File: config.mk
export PLATFORM = sky130hd
export DESIGN_NAME = vid_tim_meas_flat
export DESIGN_NICKNAME = d
export VERILOG_FILES = /design/src/rtl/vid_tim_meas_if.sv /design/src/rtl/vid_tim_meas.sv /design/src/flat_wrapper.sv
export SDC_FILE = /design/constraint.sdc
export NUM_CORES = 1
export LEC_CHECK = 0
export CORE_MARGIN = 2
export CORE_UTILIZATION = 52
export DETAILED_ROUTE_END_ITERATION = 10
export PLACE_DENSITY_LB_ADDON = 0.15
export SYNTH_ARGS = -nofsm -noshare
export SYNTH_HDL_FRONTEND = slang
export SYNTH_SLANG_ARGS = --single-unit
File: constraint.sdc
create_clock -name clk -period 2.9 [get_ports clk]
set_input_delay 0.87 -clock clk [delete_from_list [all_inputs] [get_ports clk]]
set_output_delay 0.87 -clock clk [all_outputs]
set_load 0.005 [all_outputs]
File: src/rtl/vid_tim_meas_if.sv
// vid_tim_meas_if: sampled sync stream in, timing
// measurements and lock status out.
interface vid_tim_meas_if;
  logic        ena;
  logic        hsync_in;
  logic        vsync_in;
  logic [15:0] meas_hlen;
  logic [7:0]  meas_hsync;
  logic [15:0] meas_vlines;
  logic [7:0]  meas_vsync;
  logic        locked;
  logic        line_start;
  logic        frame_start;
  logic        err;

  modport master (
    output ena, hsync_in, vsync_in,
    input  meas_hlen, meas_hsync,
    input  meas_vlines, meas_vsync,
    input  locked, line_start,
    input  frame_start, err
  );

  modport slave (
    input  ena, hsync_in, vsync_in,
    output meas_hlen, meas_hsync,
    output meas_vlines, meas_vsync,
    output locked, line_start,
    output frame_start, err
  );
endinterface

File: src/rtl/vid_tim_meas.sv
// vid_tim_meas: measures incoming hsync/vsync timing
// and declares lock once the line length is stable.
module vid_tim_meas #(
  parameter int unsigned LOCK_CNT = 2,
  parameter bit          SYNC_POL = 1'b1
) (
  input logic           clk,
  input logic           rst_n,
  vid_tim_meas_if.slave vif
);
  // LOCKED is the only state with bit 1 set
  localparam logic [1:0] S_SEARCH = 2'b00;
  localparam logic [1:0] S_CHECK  = 2'b01;
  localparam logic [1:0] S_LOCKED = 2'b10;
  localparam logic [4:0] LOCK_N   = 5'(LOCK_CNT);

  logic        hs, vs, hs_q, vs_q;
  logic        hs_rise, hs_fall;
  logic        vs_rise, vs_fall;
  logic [15:0] pix_cnt, line_cnt;
  logic [15:0] ref_len, len;
  logic [7:0]  hw_cnt, vw_cnt;
  logic [3:0]  mcnt;
  logic [1:0]  state;
  logic        first, fseen;
  logic        tmo, match;

  assign hs = vif.hsync_in ~^ SYNC_POL;
  assign vs = vif.vsync_in ~^ SYNC_POL;

  assign hs_rise = vif.ena & hs & ~hs_q;
  assign hs_fall = vif.ena & ~hs & hs_q;
  assign vs_rise = vif.ena & vs & ~vs_q;
  assign vs_fall = vif.ena & ~vs & vs_q;

  assign len = (pix_cnt == 16'hFFFF) ?
               16'hFFFF : pix_cnt + 16'd1;
  assign match = (len == ref_len);
  assign tmo = vif.ena & ~hs_rise &
               (pix_cnt == 16'hFFFE) &
               (state != S_SEARCH);

  assign vif.locked = state[1];

  always_ff @(posedge clk or negedge rst_n) begin
    if (!rst_n) begin
      hs_q <= 1'b0;
      vs_q <= 1'b0;
    end else if (vif.ena) begin
      hs_q <= hs;
      vs_q <= vs;
    end
  end

  always_ff @(posedge clk or negedge rst_n) begin
    if (!rst_n) begin
      pix_cnt <= 16'd0;
    end else if (hs_rise) begin
      pix_cnt <= 16'd0;
    end else if (vif.ena && pix_cnt != 16'hFFFF) begin
      pix_cnt <= pix_cnt + 16'd1;
    end
  end

  always_ff @(posedge clk or negedge rst_n) begin
    if (!rst_n) begin
      hw_cnt         <= 8'd0;
      vif.meas_hsync <= 8'd0;
    end else if (hs_fall) begin
      vif.meas_hsync <= hw_cnt;
      hw_cnt         <= 8'd0;
    end else if (vif.ena && hs && hw_cnt != 8'hFF) begin
      hw_cnt <= hw_cnt + 8'd1;
    end
  end

  always_ff @(posedge clk or negedge rst_n) begin
    if (!rst_n) begin
      line_cnt        <= 16'd0;
      vif.meas_vlines <= 16'd0;
      fseen           <= 1'b0;
    end else begin
      if (vs_rise) begin
        line_cnt <= hs_rise ? 16'd1 : 16'd0;
        if (fseen) vif.meas_vlines <= line_cnt;
        fseen <= 1'b1;
      end else if (hs_rise && line_cnt != 16'hFFFF) begin
        line_cnt <= line_cnt + 16'd1;
      end
      if (tmo) fseen <= 1'b0;
    end
  end

  always_ff @(posedge clk or negedge rst_n) begin
    if (!rst_n) begin
      vw_cnt         <= 8'd0;
      vif.meas_vsync <= 8'd0;
    end else if (vs_fall) begin
      vif.meas_vsync <= vw_cnt;
      vw_cnt         <= 8'd0;
    end else if (hs_rise && vs && vw_cnt != 8'hFF) begin
      vw_cnt <= vw_cnt + 8'd1;
    end
  end

  always_ff @(posedge clk or negedge rst_n) begin
    if (!rst_n) begin
      state         <= S_SEARCH;
      first         <= 1'b0;
      ref_len       <= 16'd0;
      mcnt          <= 4'd0;
      vif.meas_hlen <= 16'd0;
    end else if (tmo) begin
      state <= S_SEARCH;
    end else if (hs_rise) begin
      unique case (state)
        S_SEARCH: begin
          state <= S_CHECK;
          first <= 1'b1;
        end
        S_CHECK: begin
          vif.meas_hlen <= len;
          if (first) begin
            ref_len <= len;
            mcnt    <= 4'd0;
            first   <= 1'b0;
          end else if (match) begin
            mcnt <= mcnt + 4'd1;
            if ({1'b0, mcnt} + 5'd1 == LOCK_N)
              state <= S_LOCKED;
          end else begin
            ref_len <= len;
            mcnt    <= 4'd0;
          end
        end
        S_LOCKED: begin
          vif.meas_hlen <= len;
          if (!match) begin
            ref_len <= len;
            mcnt    <= 4'd0;
            state   <= S_CHECK;
          end
        end
        default: state <= S_SEARCH;
      endcase
    end
  end

  always_ff @(posedge clk or negedge rst_n) begin
    if (!rst_n) begin
      vif.line_start  <= 1'b0;
      vif.frame_start <= 1'b0;
      vif.err         <= 1'b0;
    end else begin
      vif.line_start  <= hs_rise;
      vif.frame_start <= vs_rise;
      vif.err <= tmo |
        (hs_rise & (state == S_LOCKED) & ~match);
    end
  end
endmodule

File: src/flat_wrapper.sv
// flat-port wrapper written by rule: the top's interface ports become plain ports
module vid_tim_meas_flat 
#(
  parameter int unsigned LOCK_CNT = 2,
  parameter bit          SYNC_POL = 1'b1
)
  (clk, rst_n, vif_ena, vif_hsync_in, vif_vsync_in, vif_meas_hlen, vif_meas_hsync, vif_meas_vlines, vif_meas_vsync, vif_locked, vif_line_start, vif_frame_start, vif_err);
  vid_tim_meas_if vif_i ();
  input logic clk;
  input logic rst_n;
  input wire logic [$bits(vif_i.ena)-1:0] vif_ena;
  input wire logic [$bits(vif_i.hsync_in)-1:0] vif_hsync_in;
  input wire logic [$bits(vif_i.vsync_in)-1:0] vif_vsync_in;
  output wire logic [$bits(vif_i.meas_hlen)-1:0] vif_meas_hlen;
  output wire logic [$bits(vif_i.meas_hsync)-1:0] vif_meas_hsync;
  output wire logic [$bits(vif_i.meas_vlines)-1:0] vif_meas_vlines;
  output wire logic [$bits(vif_i.meas_vsync)-1:0] vif_meas_vsync;
  output wire logic [$bits(vif_i.locked)-1:0] vif_locked;
  output wire logic [$bits(vif_i.line_start)-1:0] vif_line_start;
  output wire logic [$bits(vif_i.frame_start)-1:0] vif_frame_start;
  output wire logic [$bits(vif_i.err)-1:0] vif_err;
  assign vif_i.ena = vif_ena;
  assign vif_i.hsync_in = vif_hsync_in;
  assign vif_i.vsync_in = vif_vsync_in;
  assign vif_meas_hlen = vif_i.meas_hlen;
  assign vif_meas_hsync = vif_i.meas_hsync;
  assign vif_meas_vlines = vif_i.meas_vlines;
  assign vif_meas_vsync = vif_i.meas_vsync;
  assign vif_locked = vif_i.locked;
  assign vif_line_start = vif_i.line_start;
  assign vif_frame_start = vif_i.frame_start;
  assign vif_err = vif_i.err;
  vid_tim_meas #(.LOCK_CNT(LOCK_CNT), .SYNC_POL(SYNC_POL)) u_core (.clk(clk), .rst_n(rst_n), .vif(vif_i));
endmodule
* Word-level counts from Yosys, hierarchy flattened
Cells that the tools add are included.
** Storage, ports and cells
- Register bits :: 125
- Latch bits :: 0
- Memory bits (writable) :: 0
- Bits in read-only memories :: 0
- Input port bits :: 5
- Output and inout port bits :: 52
- Memories :: 0
** Cells by class
- Add/sub/neg operators :: 6
- Multipliers :: 0
- Divide/modulo/power cells :: 0
- Order comparisons :: 0
- Eq/ne operators :: 15
- Shift-type cells :: 0
- Mux-type cells :: 27
- Bitwise logic cells :: 21
- Reduce and logical (&&, ||, !) cells :: 23
** Operator list (count)
- 16-bit 2-to-1 mux :: 7
- 16-bit by 1-bit adder with 16-bit output (second input constant) :: 2
- 16-bit == test (second input constant) :: 2
- 8-bit 2-to-1 mux :: 4
- 16-bit != test (second input constant) :: 2
- 16-bit case mux with 2 select lines :: 1
- 2-bit nonzero test :: 9
- 8-bit by 1-bit adder with 8-bit output (second input constant) :: 2
- 16-bit == test :: 1
- 8-bit != test (second input constant) :: 2
- 1-bit AND :: 13
- 2-bit 2-to-1 mux :: 6
- 4-bit 2-to-1 mux :: 3
- 3-bit AND reduction :: 3
- 4-bit case mux with 2 select lines :: 1
- 1-bit inverter :: 7
- 1-bit logical AND :: 6
- 3-bit by 1-bit != test with 1-bit output (second input constant) :: 2
- 2-bit case mux with 3 select lines :: 1
- 4-bit by 1-bit adder with 5-bit output (second input constant) :: 1
- 5-bit by 2-bit == test with 1-bit output (second input constant) :: 1
- 5-bit AND reduction :: 1
- 4-bit by 1-bit adder with 4-bit output (second input constant) :: 1
- 4-bit AND reduction :: 1
- 11 further kinds :: 13

* Longest topological paths before layout
- Depth after elaboration :: 8
- Gate-level depth with buffers :: 11
- Gate-level depth less buffers :: 10

* Least setup slack after synthesis
Ideal clock, no wire load.
- Path kind :: register to register
- Start :: register u_core.pix_cnt[1]
- End :: register u_core.state[0]
- Library setup time :: 0.124 ns
- Arrival time :: 2.856 ns
- Required time :: 2.776 ns
- Setup slack :: -0.080 ns
- Cell stages (with the launch flop) :: 11
- Path buffers :: 0
- Period minus slack after synthesis :: 2.980 ns
- Cells stage by stage :: dfrtp_1 -> ha_1 -> nand3_2 -> nor4_1 -> mux2i_1 -> xnor2_1 -> nor4_1 -> nand4_1 -> or4_1 -> a221o_1 -> mux2i_1
** On the way
- Longest elaborated chain between the ends :: 5
- Elaborated cells on any way between the ends :: 14
- Those cells by class :: 1 x add/sub; 7 x eq/ne; 2 x mux; 2 x bitwise; 2 x reduce/logical
** Ends and longest elaborated chain
- start: declaration :: line vid_tim_meas.sv:20 : logic [15:0] pix_cnt, line_cnt;
- start signal: assignment :: line vid_tim_meas.sv:61 : pix_cnt <= pix_cnt + 16'd1;
- 16-bit by 1-bit adder with 16-bit output (tied with other cells) :: line vid_tim_meas.sv:37 : 16'hFFFF : pix_cnt + 16'd1;
- 16-bit 2-to-1 mux / 1-bit AND (equally long branches) :: line vid_tim_meas.sv:36, vid_tim_meas.sv:39
- 16-bit == test / 1-bit AND (equally long branches) :: line vid_tim_meas.sv:38, vid_tim_meas.sv:40
- 3-bit by 2-bit != test with 1-bit output (no source line) (tied with other cells)
- 5-bit AND reduction (no source line)
- end signal: assignment :: line vid_tim_meas.sv:108 : state <= S_SEARCH;
- end signal: assignment :: line vid_tim_meas.sv:114 : state <= S_SEARCH;
- end signal: assignment :: line vid_tim_meas.sv:118 : state <= S_CHECK;
- end: declaration :: line vid_tim_meas.sv:24 : logic [1:0] state;
Several ways; a longest one is shown, not always the timed one.
A chain may end at the register's enable or synchronous reset.

* Worst setup path in the final report
- Start :: register u_core.pix_cnt[7]
- End :: register u_core.mcnt[0]
** On the way
- Longest elaborated chain between the ends :: 6
- Elaborated cells on any way between the ends :: 13
- Those cells by class :: 1 x add/sub; 4 x eq/ne; 4 x mux; 3 x bitwise; 1 x reduce/logical
** Ends and longest elaborated chain
- 16-bit by 1-bit adder with 16-bit output / 16-bit == test (equally long branches) :: line vid_tim_meas.sv:37, vid_tim_meas.sv:36
- 16-bit 2-to-1 mux :: line vid_tim_meas.sv:36 : assign len = (pix_cnt == 16'hFFFF) ?
- 16-bit == test :: line vid_tim_meas.sv:38 : assign match = (len == ref_len);
- 4-bit 2-to-1 mux :: line vid_tim_meas.sv:127 : end else if (match) begin
- 4-bit 2-to-1 mux :: line vid_tim_meas.sv:123 : if (first) begin
- 4-bit case mux with 2 select lines :: line vid_tim_meas.sv:116 : unique case (state)
- end signal: assignment :: line vid_tim_meas.sv:128 : mcnt <= mcnt + 4'd1;
- end: declaration :: line vid_tim_meas.sv:23 : logic [3:0] mcnt;
Several ways; a longest one is shown, not always the timed one.

==> flow_metrics.env <==
export IMPL_synth_warnings=0
export IMPL_cts_root_buf="clkbuf_16"
export IMPL_grt_pass1_wl_um=24300
export IMPL_initial_core_util_pct=53.1
export IMPL_cp_max_fo=7
export IMPL_boundaryPins=57
export IMPL_cp_end_kind="flop"
export IMPL_yosysSeqAreaShare_pct=51.5
export IMPL_dp_hpwl_um=10000
export IMPL_cts_buffers=17
export IMPL_synthesis_area_um2=6070
export IMPL_wire_per_inst_um=16.5
export IMPL_irDropWorstVdd_v=0.000520
export IMPL_cts_sinks=125
export IMPL_grt_setup_unrepaired="yes"
export IMPL_fmax_ghz=0.347
export IMPL_syn_area_per_cell_um2=10.3
export IMPL_crit_path_start_kind="flop"
export IMPL_grtUsageMet3_pct=6.53
export IMPL_h_tree_depth=4
export IMPL_diodes=0
export IMPL_synth_cell_types=53
export IMPL_power_leakage_nw=3.73
export IMPL_synthCells=588
export IMPL_die_h_um=112
export IMPL_clk_pin_slew_ps=50
export IMPL_hold_class="reg2reg"
export IMPL_pwr_density_cell_nw_per_um2=731
export IMPL_slew_headroom_pct=54.8
export IMPL_finalSetupViolCount=0
export IMPL_synth_nets=605
export IMPL_grt_pass1_vias=4938
export IMPL_synth_edf_count=0
export IMPL_vias=4842
export IMPL_worst_slew_pin_slew_ps=678
export IMPL_drive_above_1_share_pct=24.4
export IMPL_synth_main_ff_cell="dfrtp_1"
export IMPL_antenna_found_initial=0
export IMPL_clk_latency_ps=420
export IMPL_area_delta_synth_final_pct=34.2
export IMPL_final_cell_area_um2=8140
export IMPL_fin_crit_ps=2880
export IMPL_grt_overflow=0
export IMPL_grt_busiest_layer="met2"
export IMPL_die_area_um2=12500
export IMPL_rows=39
export IMPL_grt_max_degree=51
export IMPL_viasPerCell=5.52
export IMPL_crit_type="reg2reg"
export IMPL_drc=0
export IMPL_grt_util_met1_pct=32.8
export IMPL_port_buffers=56
export IMPL_hold_viol=0
export IMPL_ys_async_sr_fraction_pct=100
export IMPL_fillCellCount=864
export IMPL_track_usage_pct=24.4
export IMPL_routed_wl_um=14400
export IMPL_status="finished, final reports clean"
export IMPL_nNetsFinal=741
export IMPL_cts_tree="yes"
export IMPL_maxSlewViolCount=0
export IMPL_die_x_um=112
export IMPL_first_pass_iters=5
export IMPL_cp_arrival_ps=3220
export IMPL_final_util_pct=71.3
export IMPL_max_cap_viol_count=0
export IMPL_cp_data_required_time_ps=3240
export IMPL_ant_nets=0
export IMPL_r2r_slack_ps=20
export IMPL_ys_ff_latch=125
export IMPL_drt_iter0_drc=254
export IMPL_finClkSkew_ps=5.07
export IMPL_placed_area_um2=7290
export IMPL_core_um2=11400
export IMPL_gp_congestion=0.905
export IMPL_grt_use_met2_pct=38.5
export IMPL_period_share_pct=99.3
export IMPL_cts_buffer_depth=2
## worst paths after layout
kind | start | endpoint | cells after the start
min in group asynchronous | rst_n | u_core.hw_cnt[6] | 1
hold reg to reg | u_core.vif.meas_hlen[13] | u_core.vif.meas_hlen[13] | 2
max in group asynchronous | rst_n | u_core.vw_cnt[4] | 2
hold / removal | u_core.vif.meas_hlen[13] | u_core.vif.meas_hlen[13] | 2
setup / recovery | u_core.pix_cnt[7] | u_core.mcnt[0] | 10
setup reg to reg | u_core.pix_cnt[7] | u_core.mcnt[0] | 10
## registers in the layout (all words and copies together), names as in the netlist, 8 cells and up
name and flops:
u_core.vif.meas_vsync 8, u_core.vif.meas_vlines 16, u_core.line_cnt 16, u_core.vif.meas_hsync 8, u_core.hw_cnt 8, u_core.vw_cnt 8, u_core.vif.meas_hlen 16, u_core.pix_cnt 16
u_core.ref_len 16
## critical path: stages (launching register included)
cell and delay [ps]:
dfrtp_1 400, nand4_4 210, nor4_4 330, mux2i_2 300, xnor2_1 130, nor4_2 240, nand4_1 180, buf_4 190
nor3_4 210, or4b_4 500, mux2i_1 130
## through the flow
step                      hold slack (ps)  worst slack [ps]  cells  power, mW  setup TNS (ps)
after floorplan                       464              4.02    588       3.12               0
after global placement                462             -81.1    834       3.82            -281
after detailed placement              470              -110    834       3.87            -709
after CTS                             481              13.7    865       5.97               0
after global routing                  515             -89.4    877       6.28            -631
final                                 476              19.0    877       5.95               0
## cell families (layout without fill, tap and decap cells)
logic type / Yosys count / in the layout / share of synthesized area [%]
AO/OA/AOI/OAI: 84 / 84 / 8.56
XOR/XNOR: 51 / 51 / 7.36
adder cells (fa/ha/maj): 12 / 12 / 2.47
buffers and inverters: 45 / 191 / 2.95
flip-flops: 125 / 125 / 51.5
multiplexers: 50 / 50 / 9.01
AND/OR/NAND/NOR: 221 / 221 / 18.1
## power breakdown
group          leakage, nW  switching (mW)  total [mW]  internal [mW]
sequential            1.66           0.303        2.37           2.07
clock                0.272           0.720        2.01           1.29
combinational         1.80           0.714        1.57          0.853
total                 3.73            1.74        5.95           4.21
## timing repair
item | 4_1_cts | 5_1_grt
gates resized for setup | 11 | 29
hold endpoints to repair | 0 | 0
setup endpoints to repair | 6 | 13
buffers inserted | 2 | 12
pin swaps | 7 | 14
hold buffers | 0 | 0
## cell type report
cell class                 instances  area (um2)  share of cell area (%)
clock inverter                     7        91.3                    1.12
tap                              143         179                    2.20
inverter                          21        78.8                   0.968
multi-input combinational        418        2950                    36.2
timing repair buffer             141        1250                    15.4
sequential                       125        3130                    38.4
clock buffer                      22         464                    5.70
## cell usage after synthesis (all sizes together) (2+ instances only)
| cell | count | area share, % |
|---|---|---|
| a211oi | 2 | 0.25 |
| a21oi | 23 | 2.0 |
| a221o | 2 | 0.33 |
| a22o | 2 | 0.29 |
| a31oi | 8 | 0.82 |
| and2 | 4 | 0.41 |
| and3 | 7 | 0.72 |
| and4 | 2 | 0.29 |
| buf | 8 | 0.66 |
| clkbuf | 16 | 0.99 |
| dfrtp | 125 | 52 |
| ha | 12 | 2.5 |
| inv | 20 | 1.2 |
| mux2 | 37 | 6.9 |
| mux2i | 13 | 2.1 |
| nand2 | 50 | 3.1 |
| nand2b | 5 | 0.52 |
| nand3 | 25 | 2.1 |
| nand4 | 14 | 1.7 |
| nor2 | 80 | 5.0 |
| nor2b | 5 | 0.52 |
| nor3 | 7 | 0.74 |
| nor4 | 7 | 1.1 |
| o211ai | 2 | 0.25 |
| o21a | 9 | 1.1 |
| o21ai | 25 | 2.1 |
| o22ai | 3 | 0.31 |
| or3 | 9 | 0.93 |
| xnor2 | 21 | 3.0 |
| xor2 | 30 | 4.3 |
## routing by layer
metal,routed length [um],part of all wire (%)
met1,6520,45
met4,248,1.7
met5,0,0
met2,7030,49
met3,629,4.4
## placed cells by master (no fill, tap or decap), drive strengths merged, types with 13 or more instances in the layout
cell and instances:
nor2 80, nand3 25, buf 85, clkdlybuf4s50 55, mux2i 13, o21ai 25, nand4 14, clkbuf 23
dfrtp 125, nand2 50, xor2 30, a21oi 23, xnor2 21, mux2 37, inv 20
Note: power is estimated with default switching activity, not from simulation.
